<file path="config.mk">
export PLATFORM = sky130hd
export DESIGN_NAME = rx_skp_write_ctrl_flat
export DESIGN_NICKNAME = d
export VERILOG_FILES = /design/src/rtl/rx_skp_write_ctrl_if.sv /design/src/rtl/rx_skp_write_ctrl.sv /design/src/flat_wrapper.sv
export SDC_FILE = /design/constraint.sdc
export NUM_CORES = 1
export LEC_CHECK = 0
export ABC_AREA = 1
export CORE_UTILIZATION = 50
export DETAILED_ROUTE_END_ITERATION = 7
export PLACE_DENSITY = 0.87
export SETUP_SLACK_MARGIN = 0.15
export SLEW_MARGIN = 20
export SYNTH_ARGS = -nofsm -noshare
export SYNTH_HDL_FRONTEND = slang
export SYNTH_SLANG_ARGS = --single-unit
</file>
<file path="constraint.sdc">
create_clock -name rx_clk -period 2.2 [get_ports rx_clk]
set_input_delay 0.55 -clock rx_clk [delete_from_list [all_inputs] [get_ports rx_clk]]
set_output_delay 0.55 -clock rx_clk [all_outputs]
set_load 0.005 [all_outputs]
</file>
<file path="src/rtl/rx_skp_write_ctrl_if.sv">
// Bus between the elastic-buffer front end and the SKP write controller.
// Handshake: rx_data is meaningful only in a cycle where elstc_buff_en=1; there
// is no back-pressure, and write_en qualifies that same cycle's symbol for the
// elastic buffer. rmv_done/rmv_abort are one-cycle registered pulses.
interface rx_skp_write_ctrl_if #(
  parameter int BUFFER_WIDTH = 13,
  parameter int TOT_W        = 16
);
  logic [BUFFER_WIDTH-1:0] rx_data;
  logic                    elstc_buff_en;
  logic                    SKP_remv_rqst;
  logic                    write_en;
  logic                    rmv_done;
  logic                    rmv_abort;
  logic [5:0]              deleted_count;
  logic [TOT_W-1:0]        total_deleted;
  logic [1:0]              dbg_state;

  modport master (
    output rx_data, elstc_buff_en, SKP_remv_rqst,
    input  write_en, rmv_done, rmv_abort, deleted_count, total_deleted, dbg_state
  );

  modport slave (
    input  rx_data, elstc_buff_en, SKP_remv_rqst,
    output write_en, rmv_done, rmv_abort, deleted_count, total_deleted, dbg_state
  );
endinterface

</file>
<file path="src/rtl/rx_skp_write_ctrl.sv">
// SKP removal write controller: drops whole groups of GRAN SKP symbols from an
// SKP ordered set while the fill monitor requests it, up to MAX_GROUPS groups
// per ordered set. Dropped symbols simply get write_en=0.
module rx_skp_write_ctrl #(
  parameter int                BUFFER_WIDTH = 13,
  parameter int                SYM_W        = 9,
  parameter logic [SYM_W-1:0]  SKP_SYM      = 9'h199,
  parameter int                GRAN         = 4,
  parameter int                MAX_GROUPS   = 2,
  parameter int                TOT_W        = 16
) (
  input logic                  rx_clk,
  input logic                  rx_rst,
  rx_skp_write_ctrl_if.slave   bus
);
  localparam int IDX_W = BUFFER_WIDTH - SYM_W;

  typedef enum logic [1:0] {
    IDLE = 2'd0,
    DEL  = 2'd1,
    GAP  = 2'd2
  } state_t;

  state_t           state, state_n;
  logic [3:0]       sym_cnt, sym_cnt_n, cnt_inc;
  logic [2:0]       groups, groups_n;
  logic [IDX_W-1:0] idx;
  logic             is_skp, is_end;
  logic             drop, done_n, abort_n, to_idle;
  logic [31:0]      gap_idx;
  logic             done_q, abort_q;
  logic [5:0]       del_cnt;
  logic [TOT_W-1:0] tot_cnt;

  assign idx     = bus.rx_data[BUFFER_WIDTH-1:SYM_W];
  assign is_skp  = (bus.rx_data[SYM_W-1:0] == SKP_SYM);
  assign is_end  = (idx == {IDX_W{1'b1}});
  // A further group may only start exactly where the previous ones ended.
  assign gap_idx = 32'(groups) * 32'(GRAN);

  // Next-state decode: decide drop/keep for the current symbol and group bookkeeping.
  always_comb begin
    state_n   = state;
    sym_cnt_n = sym_cnt;
    groups_n  = groups;
    cnt_inc   = 4'd0;
    drop      = 1'b0;
    done_n    = 1'b0;
    abort_n   = 1'b0;
    to_idle   = 1'b0;
    if (bus.elstc_buff_en) begin
      case (state)
        IDLE: begin
          if (bus.SKP_remv_rqst && is_skp && idx == '0) begin
            drop    = 1'b1;
            cnt_inc = 4'd1;
          end
        end
        DEL: begin
          // The request is deliberately ignored here: a started group runs to completion.
          if (is_skp && !is_end) begin
            drop    = 1'b1;
            cnt_inc = sym_cnt + 4'd1;
          end else begin
            abort_n = 1'b1;
            to_idle = 1'b1;
          end
        end
        GAP: begin
          if (bus.SKP_remv_rqst && is_skp && !is_end &&
              groups < 3'(MAX_GROUPS) && 32'(idx) == gap_idx) begin
            drop    = 1'b1;
            cnt_inc = 4'd1;
          end else if (!is_skp || is_end) begin
            to_idle = 1'b1;
          end
        end
        default: to_idle = 1'b1;
      endcase
      if (drop) begin
        if (cnt_inc == 4'(GRAN)) begin
          groups_n  = groups + 3'd1;
          sym_cnt_n = 4'd0;
          done_n    = 1'b1;
          state_n   = GAP;
        end else begin
          sym_cnt_n = cnt_inc;
          state_n   = DEL;
        end
      end
      if (to_idle) begin
        state_n   = IDLE;
        sym_cnt_n = 4'd0;
        groups_n  = 3'd0;
      end
    end
  end

  // State, counters and registered status pulses.
  always_ff @(posedge rx_clk) begin
    if (rx_rst) begin
      state   <= IDLE;
      sym_cnt <= 4'd0;
      groups  <= 3'd0;
      done_q  <= 1'b0;
      abort_q <= 1'b0;
      del_cnt <= 6'd0;
      tot_cnt <= '0;
    end else begin
      state   <= state_n;
      sym_cnt <= sym_cnt_n;
      groups  <= groups_n;
      done_q  <= done_n;
      abort_q <= abort_n;
      if (to_idle) begin
        del_cnt <= 6'd0;
      end else if (drop) begin
        del_cnt <= del_cnt + 6'd1;
      end
      if (drop && tot_cnt != {TOT_W{1'b1}}) begin
        tot_cnt <= tot_cnt + TOT_W'(1);
      end
    end
  end

  // While reset is held nothing is dropped, so the strobe follows the enable.
  assign bus.write_en      = bus.elstc_buff_en & (rx_rst | ~drop);
  assign bus.rmv_done      = done_q;
  assign bus.rmv_abort     = abort_q;
  assign bus.deleted_count = del_cnt;
  assign bus.total_deleted = tot_cnt;
  assign bus.dbg_state     = state;
endmodule
</file>
<file path="src/flat_wrapper.sv">
// flat-port wrapper written by rule: the top's interface ports become plain ports
module rx_skp_write_ctrl_flat 
#(
  parameter int                BUFFER_WIDTH = 13,
  parameter int                SYM_W        = 9,
  parameter logic [SYM_W-1:0]  SKP_SYM      = 9'h199,
  parameter int                GRAN         = 4,
  parameter int                MAX_GROUPS   = 2,
  parameter int                TOT_W        = 16
)
  (rx_clk, rx_rst, bus_rx_data, bus_elstc_buff_en, bus_SKP_remv_rqst, bus_write_en, bus_rmv_done, bus_rmv_abort, bus_deleted_count, bus_total_deleted, bus_dbg_state);
  rx_skp_write_ctrl_if #(.BUFFER_WIDTH(BUFFER_WIDTH), .TOT_W(TOT_W)) bus_i ();
  input logic rx_clk;
  input logic rx_rst;
  input wire logic [$bits(bus_i.rx_data)-1:0] bus_rx_data;
  input wire logic [$bits(bus_i.elstc_buff_en)-1:0] bus_elstc_buff_en;
  input wire logic [$bits(bus_i.SKP_remv_rqst)-1:0] bus_SKP_remv_rqst;
  output wire logic [$bits(bus_i.write_en)-1:0] bus_write_en;
  output wire logic [$bits(bus_i.rmv_done)-1:0] bus_rmv_done;
  output wire logic [$bits(bus_i.rmv_abort)-1:0] bus_rmv_abort;
  output wire logic [$bits(bus_i.deleted_count)-1:0] bus_deleted_count;
  output wire logic [$bits(bus_i.total_deleted)-1:0] bus_total_deleted;
  output wire logic [$bits(bus_i.dbg_state)-1:0] bus_dbg_state;
  assign bus_i.rx_data = bus_rx_data;
  assign bus_i.elstc_buff_en = bus_elstc_buff_en;
  assign bus_i.SKP_remv_rqst = bus_SKP_remv_rqst;
  assign bus_write_en = bus_i.write_en;
  assign bus_rmv_done = bus_i.rmv_done;
  assign bus_rmv_abort = bus_i.rmv_abort;
  assign bus_deleted_count = bus_i.deleted_count;
  assign bus_total_deleted = bus_i.total_deleted;
  assign bus_dbg_state = bus_i.dbg_state;
  rx_skp_write_ctrl #(.BUFFER_WIDTH(BUFFER_WIDTH), .SYM_W(SYM_W), .SKP_SYM(SKP_SYM), .GRAN(GRAN), .MAX_GROUPS(MAX_GROUPS), .TOT_W(TOT_W)) u_core (.rx_clk(rx_clk), .rx_rst(rx_rst), .bus(bus_i));
endmodule
</file>
==> results of run 1 <==
==> cell usage after synthesis <==
master    number
a211oi_1       1
a21oi_1       21
a31oi_1        1
buf_2          2
clkbuf_1       1
clkinv_1       1
dfxtp_1       33
ha_1           4
inv_1         47
inv_2          4
nand2_1       73
nand2_2        3
nand2_4        1
nand3_1       19
nand3_2        1
nand3_4        1
nand3b_1       2
nand4_1        6
nor2_1        40
nor2_2        10
nor3_1        11
nor3b_1        1
nor3b_2        1
nor4_1         1
o21ai_0        8
o21ai_1        4
o31ai_1        1
or2_1          1
xor2_1         4
==> metrics by stage <==
step	worst slack, ns	hold slack (ns)
after CTS	0.0865	0.484
after global routing	-0.0762	0.521
final	0.0222	0.482
after global placement	-0.530	0.466
after detailed placement	-0.561	0.470
after floorplan	0.426	0.456
==> worst register-to-register path, stage by stage, from the launching register on <==
cell     delay (ns)
dfxtp_1        0.35
nor2_1         0.15
nand2_1        0.09
nor2_1         0.11
nand2_1        0.07
nand2_2        0.10
nand2_4        0.07
buf_4          0.13
buf_4          0.12
buf_4          0.13
nand2_1        0.09
nand2_1        0.11
nand2_2        0.12
buf_4          0.11
nand4_1        0.08
a21oi_1        0.18
==> power breakdown <==
part / switching (mW) / internal, mW
clock network: 0.242 / 0.218
registers: 0.00000676 / 0.596
logic: 0.0568 / 0.0498
==> worst min-delay path by stage <==
stage	from	end	slack [ns]	cells after the start
final	u_core.bus.deleted_count[5]	u_core.bus.deleted_count[5]	0.48	2
after global routing	u_core.groups[1]	u_core.groups[1]	0.52	2
after CTS	u_core.bus.deleted_count[5]	u_core.bus.deleted_count[5]	0.48	2
after detailed placement	u_core.bus.deleted_count[5]	u_core.bus.deleted_count[5]	0.47	2
after global placement	u_core.bus.deleted_count[5]	u_core.bus.deleted_count[5]	0.47	2
after floorplan	u_core.groups[1]	u_core.groups[1]	0.46	2
==> layout make-up <==
cell class                 instances  share of cell area (%)
multi-input combinational        215                    40.3
clock inverter                     3                   0.574
tap                               48                    1.97
timing repair buffer              92                    26.6
sequential                        33                    21.8
inverter                          52                    6.47
clock buffer                       5                    2.25
==> per-layer routing <==
layer,up-vias,GRT usage [%],part of all wire [%]
met5,-,0,0
met4,0,16.2,4.1
met3,28,6.25,6.7
met2,116,55.1,50
met1,1116,35.3,39
li1,1151,-,-
==> cell families (layout without fill, tap and decap cells) <==
| logic type | after synthesis | after routing | synth area share, % |
|---|---|---|---|
| AND/OR/NAND/NOR | 171 | 171 | 40.6 |
| buffers and inverters | 55 | 152 | 10.9 |
| AO/OA/AOI/OAI | 36 | 36 | 9.71 |
| flip-flops | 33 | 33 | 34.4 |
| adder cells (fa/ha/maj) | 4 | 4 | 2.61 |
| XOR/XNOR | 4 | 4 | 1.82 |
==> state kept, by name (all words and copies together) (netlist names) <==
name,cells
u_core.groups,3
u_core.bus.rmv_done,1
u_core.bus.rmv_abort,1
u_core.bus.deleted_count,6
u_core.bus.dbg_state,2
u_core.bus.total_deleted,16
u_core.sym_cnt,4
==> timing repair <==
item                                    4_1_cts  5_1_grt
endpoints found under the hold margin         0        0
pin swaps                                    25       21
buffers inserted                             27        5
endpoints found under the setup margin       17       23
gates resized for setup                      78       49
==> impl_metrics.sql, run 1 <==
INSERT INTO impl_metrics (metric_group, metric, value, unit) VALUES
('sta', 'fin_setup_tns', '0', 'ns'),
('setup_path', 'critPathMaxStageDelay', '0.22', 'ns'),
('routing', 'num_vias', '2411', ''),
('sta', 'post-route-period-util', '99.0', '%'),
('setup_path', 'start_kind', 'input pin', ''),
('placed_design', 'dp.cells', '408', ''),
('final_layout', 'ant_diodes', '0', ''),
('setup_path', 'timing.critical_path.to_type', 'flop', ''),
('synth', 'synth_seq_area_share', '34.4', '%'),
('sta', 'clock-skew-final', '0.0105', 'ns'),
('hold_path', 'hp-class', 'flop to flop', ''),
('routing', 'first_iteration_detailed_routing_drc_count', '151', ''),
('synth', 'yosysTopAreaCellShare', '34.4', '%'),
('clock_network', 'cts-hold-fix-buffers', '0', ''),
('clock_network', 'cts.sink_count', '33', ''),
('sta', 'final-max-slew-violation-count', '0', ''),
('final_layout', 'final_core_utilization', '83.4', '%'),
('sta', 'period_needed', '2.18', 'ns'),
('clock_network', 'cts_tree', 'yes', ''),
('sta', 'worst-slew-pin-transition', '0.329', 'ns'),
('setup_path', 'rr_startpoint', 'u_core.groups[2]', ''),
('routing', 'detail_route.vias_per_cell', '5.38', ''),
('die', 'fp-row-count', '22', ''),
('sta', 'setup_viol_count_final', '0', ''),
('pwr', 'leakagePower', '1.35', 'nW'),
('routing', 'detail_route.first_pass.iterations', '5', ''),
('setup_path', 'critical_path_required', '2.38', 'ns'),
('final_layout', 'final-instance-count-excl-fill', '448', ''),
('global_route', 'number_of_antenna_violations_at_the_first_check_in_global_routing', '0', ''),
('global_route', 'grt_start_max_net_pins', '17', ''),
('setup_path', 'worstSetupPathType', 'input pin to flop', ''),
('sta', 'worst_slew_margin_rel', '78.0', '%'),
('synth', 'netlist_instances', '303', ''),
('sta', 'grt_setup_unrepaired', 'yes', ''),
('final_layout', 'area_of_the_multi_input_gates', '1230', 'µm²'),
('final_layout', 'nNetsFinal', '420', ''),
('clock_network', 'clockBufferDepth', '2', ''),
('clock_network', 'path_clk_slew', '0.08', 'ns'),
('final_layout', 'mostFrequentLayoutCell', 'nand2_1', ''),
('sta', 'fmaxAchievable', '459', 'MHz'),
('pwr', 'p_per_area', '381', 'nW/µm²'),
('placed_design', 'dpl-instance-area', '2520', 'µm²'),
('synth', 'yosysTopAreaCell', 'dfxtp_1', ''),
('global_route', 'grt_util_all_layers', '31.3', '%'),
('placed_design', 'routabilityCongestion', '0.874', ''),
('synth', 'postSynthAreaPerCell', '6.34', 'µm²'),
('die', 'design.portCount', '44', ''),
('setup_path', 'crit_path_start', 'bus_rx_data[1]', ''),
('routing', 'postRouteAntennaNets', '0', ''),
('placed_design', 'dpl.hpwl', '3.47', 'mm'),
('setup_path', 'crit_path_max_fanout', '8', ''),
('setup_path', 'regToRegEndpoint', 'u_core.sym_cnt[2]', ''),
('synth', 'synthesis.nets', '324', ''),
('sta', 'timing_hold_violations_final', '0', ''),
('run', 'maxCapViolCount', '0', ''),
('clock_network', 'clock_tree.htree_level_count', '2', ''),
('die', 'coreArea', '3660', 'µm²'),
('die', 'initial_core_util', '52.5', '%'),
('setup_path', 'worstPathCellList', 'buf_6, inv_4, nand2_4, buf_6, buf_6, buf_6, buf_6, buf_6, inv_2, nand3_2, nor2_4, nand3_2, nand2_4, nand3_4, buf_4, o31ai_1, nor2_1', ''),
('clock_network', 'cts-root-buf', 'clkbuf_8', ''),
('routing', 'wl_per_cell', '14.2', 'µm'),
('setup_path', 'worstRegToRegCells', '15', ''),
('pwr', 'worst_vdd_rail_ir_drop', '0.000389', 'V'),
('die', 'die_x', '64.0', 'µm'),
('synth', 'yosysWarnings', '0', ''),
('clock_network', 'clock_latency_of_the_later_clocked_register_in_the_worst_skew_pair', '0.30', 'ns'),
('pwr', 'total_power', '1.16', 'mW'),
('synth', 'synthDistinctLibCells', '29', ''),
('setup_path', 'critical_path.n_buffers_inverters', '9', ''),
('outcome', 'outcome', 'completed', ''),
('final_layout', 'final_design_area_no_fill', '3050', 'µm²');
Note: power is estimated with default switching activity, not from simulation.
==> run 2: changes to the inputs <==
--- a/config.mk
+++ b/config.mk
@@ -10,7 +10,6 @@
 export DETAILED_ROUTE_END_ITERATION = 7
 export PLACE_DENSITY = 0.87
 export SETUP_SLACK_MARGIN = 0.15
-export SLEW_MARGIN = 20
 export SYNTH_ARGS = -nofsm -noshare
 export SYNTH_HDL_FRONTEND = slang
 export SYNTH_SLANG_ARGS = --single-unit
==> results of run 2 <==
The final DEF is identical to that of run 1; final timing and power are the same.
==> run 3: changes to the inputs <==
--- a/config.mk
+++ b/config.mk
@@ -6,9 +6,10 @@
 export NUM_CORES = 1
 export LEC_CHECK = 0
 export ABC_AREA = 1
+export CAP_MARGIN = 25
 export CORE_UTILIZATION = 50
 export DETAILED_ROUTE_END_ITERATION = 7
-export PLACE_DENSITY = 0.87
+export PLACE_DENSITY_LB_ADDON = 0.1
 export SETUP_SLACK_MARGIN = 0.15
 export SYNTH_ARGS = -nofsm -noshare
 export SYNTH_HDL_FRONTEND = slang
==> run 3 against run 2 <==
Critical path type is now input pin to output pin. Global-route usage decreased by 6.5 points. Highest routed layer unchanged. Die area did not move. Clock skew shrank 0.0054 ns. Largest cell class unchanged.
==> impl_metrics.sql, run 3 (synthesis gave the netlist of run 1 again) <==
INSERT INTO impl_metrics (metric_group, metric, value, unit) VALUES
('clock_network', 'cts-root-buf', 'clkbuf_8', ''),
('pwr', 'leakagePower', '1.21', 'nW'),
('global_route', 'grt_start_max_net_pins', '17', ''),
('setup_path', 'timing.critical_path.to_type', 'output pin', ''),
('routing', 'detail_route.vias_per_cell', '4.94', ''),
('global_route', 'number_of_antenna_violations_at_the_first_check_in_global_routing', '0', ''),
('sta', 'timing_hold_violations_final', '0', ''),
('final_layout', 'mostFrequentLayoutCell', 'nand2_1', ''),
('sta', 'period_needed', '2.01', 'ns'),
('setup_path', 'timing.critical_path.arrival', '1.46', 'ns'),
('outcome', 'outcome', 'completed', ''),
('setup_path', 'worstSetupPathType', 'input pin to output pin', ''),
('sta', 'fin_setup_tns', '0', 'ns'),
('setup_path', 'start_kind', 'input pin', ''),
('clock_network', 'cts.sink_count', '33', ''),
('clock_network', 'cts_tree', 'yes', ''),
('sta', 'hold_ws', '0.476', 'ns'),
('die', 'coreArea', '3660', 'µm²'),
('die', 'die_x', '64.0', 'µm'),
('sta', 'setup_viol_count_final', '0', ''),
('placed_design', 'place.port_buffers', '43', ''),
('setup_path', 'critical_path_required', '1.65', 'ns'),
('routing', 'first_iteration_detailed_routing_drc_count', '162', ''),
('routing', 'route.detailed.drc', '0', ''),
('sta', 'worst_slew_margin_rel', '78.8', '%'),
('clock_network', 'path_clk_slew', '0.07', 'ns'),
('sta', 'final-max-slew-violation-count', '0', ''),
('clock_network', 'clockBufferDepth', '2', ''),
('placed_design', 'routabilityCongestion', '0.928', ''),
('die', 'design.portCount', '44', ''),
('pwr', 'worst_vdd_rail_ir_drop', '0.000363', 'V'),
('final_layout', 'post_synthesis_to_final_layout_area_growth', '44.6', '%'),
('hold_path', 'hp-class', 'flop to flop', ''),
('die', 'die_ar', '4090', 'µm²'),
('setup_path', 'worstRegToRegCells', '10', ''),
('sta', 'grt_setup_unrepaired', 'no', ''),
('final_layout', 'most-common-layout-cells', '66 x nand2_1, 46 x inv_1, 35 x nor2_1', ''),
('placed_design', 'dpl.hpwl', '3.27', 'mm'),
('routing', 'detail_route.first_pass.iterations', '4', ''),
('pwr', 'p_per_area', '461', 'nW/µm²'),
('routing', 'num_vias', '2109', ''),
('final_layout', 'final_layout_size_suffix_gt1_share', '24.5', '%'),
('run', 'maxCapViolCount', '0', ''),
('global_route', 'first_pass_grt_wire_length', '7.90', 'mm'),
('routing', 'postRouteAntennaNets', '0', ''),
('global_route', 'via_count_of_the_first_global_routing_pass', '1880', ''),
('die', 'initial_core_util', '52.5', '%'),
('hold_path', 'holdPathStages', '2', ''),
('clock_network', 'clock_latency_of_the_later_clocked_register_in_the_worst_skew_pair', '0.29', 'ns'),
('routing', 'wl_per_cell', '11.5', 'µm'),
('final_layout', 'final_core_utilization', '75.8', '%'),
('clock_network', 'cts_inserted_buffers', '5', ''),
('sta', 'post-route-period-util', '91.5', '%'),
('sta', 'worst-slew-pin-transition', '0.318', 'ns'),
('clock_network', 'clock_tree.htree_level_count', '2', ''),
('die', 'die_h', '64.0', 'µm'),
('global_route', 'grt.overflow.total', '0', ''),
('setup_path', 'crit_path_max_fanout', '2', ''),
('final_layout', 'max_ffs_per_register', '16', ''),
('die', 'fp-row-count', '22', ''),
('global_route', 'grt_util_all_layers', '24.8', '%'),
('sta', 'fmaxAchievable', '497', 'MHz'),
('routing', 'routed_wirelength', '4.92', 'mm'),
('sta', 'clock-skew-final', '0.00504', 'ns'),
('final_layout', 'nNetsFinal', '399', ''),
('final_layout', 'ant_diodes', '0', '');
==> run 3: changes by cell type in the layout (fill, tap and decap cells not counted), sizes merged <==
| cell | change |
|---|---|
| buf | -26 |
| clkbuf | +6 |
| nand3 | +1 |
| clkinv | -1 |
| inv | -1 |
| clkinvlp | -1 |
| bufinv | +1 |
==> run 3: worst max-delay path, stage by stage <==
cell	delay (ns)
buf_2	0.09
inv_1	0.05
nand2_2	0.07
nor2_4	0.10
nand3_4	0.09
nor2_4	0.15
nand2_4	0.08
nand2_4	0.10
a21oi_2	0.05
buf_2	0.12
==> run 3: area by class of cell <==
cell class,instances,area (µm²)
timing repair buffer,70,566
multi-input combinational,216,1180
tap,48,60.1
clock inverter,1,30.0
clock buffer,7,86.3
fill,303,885
inverter,52,195
sequential,33,663
==> run 3: timing repair <==
item / CTS / global route
gates resized for setup: 48 / 34
setup buffers: 8 / 4
pin swaps: 17 / 24
gates cloned: 0 / 1
setup endpoints to repair: 12 / 17
hold buffers: 0 / 0
==> run 3: final timing paths <==
path	slack, ns	start	to
max	0.19	bus_rx_data[1]	bus_write_en
min	0.48	u_core.bus.deleted_count[5]	u_core.bus.deleted_count[5]
max reg2reg	0.24	u_core.bus.total_deleted[0]	u_core.bus.total_deleted[7]
min reg2reg	0.48	u_core.bus.deleted_count[5]	u_core.bus.deleted_count[5]
==> run 3: per-stage QoR <==
step / setup slack [ns] / power, mW / std cells / area (µm²)
2_1_floorplan: 0.426 / 0.640 / 303 / 1920
3_3_place_gp: -0.466 / 0.686 / 406 / 2510
3_5_place_dp: -0.492 / 0.687 / 406 / 2510
4_1_cts: 0.152 / 1.28 / 422 / 2700
5_1_grt: 0.104 / 1.32 / 427 / 2780
6_report: 0.187 / 1.28 / 427 / 2780
==> run 3: where the power goes <==
group | switching, mW | total (mW) | leakage [nW] | internal (mW)
Sequential | 0.00000707 | 0.597 | 0.267 | 0.597
Clock | 0.234 | 0.604 | 0.0585 | 0.369
Combinational | 0.0426 | 0.0780 | 0.880 | 0.0354
Total | 0.277 | 1.28 | 1.21 | 1.00
==> run 3: layer usage <==
metal	vias to the layer above	global-route usage, %	part of all wire, %
met5	-	0	0
met4	0	10.8	1.8
met3	9	4.46	5.7
met2	60	43.8	49
met1	935	28.9	43
li1	1105	-	-
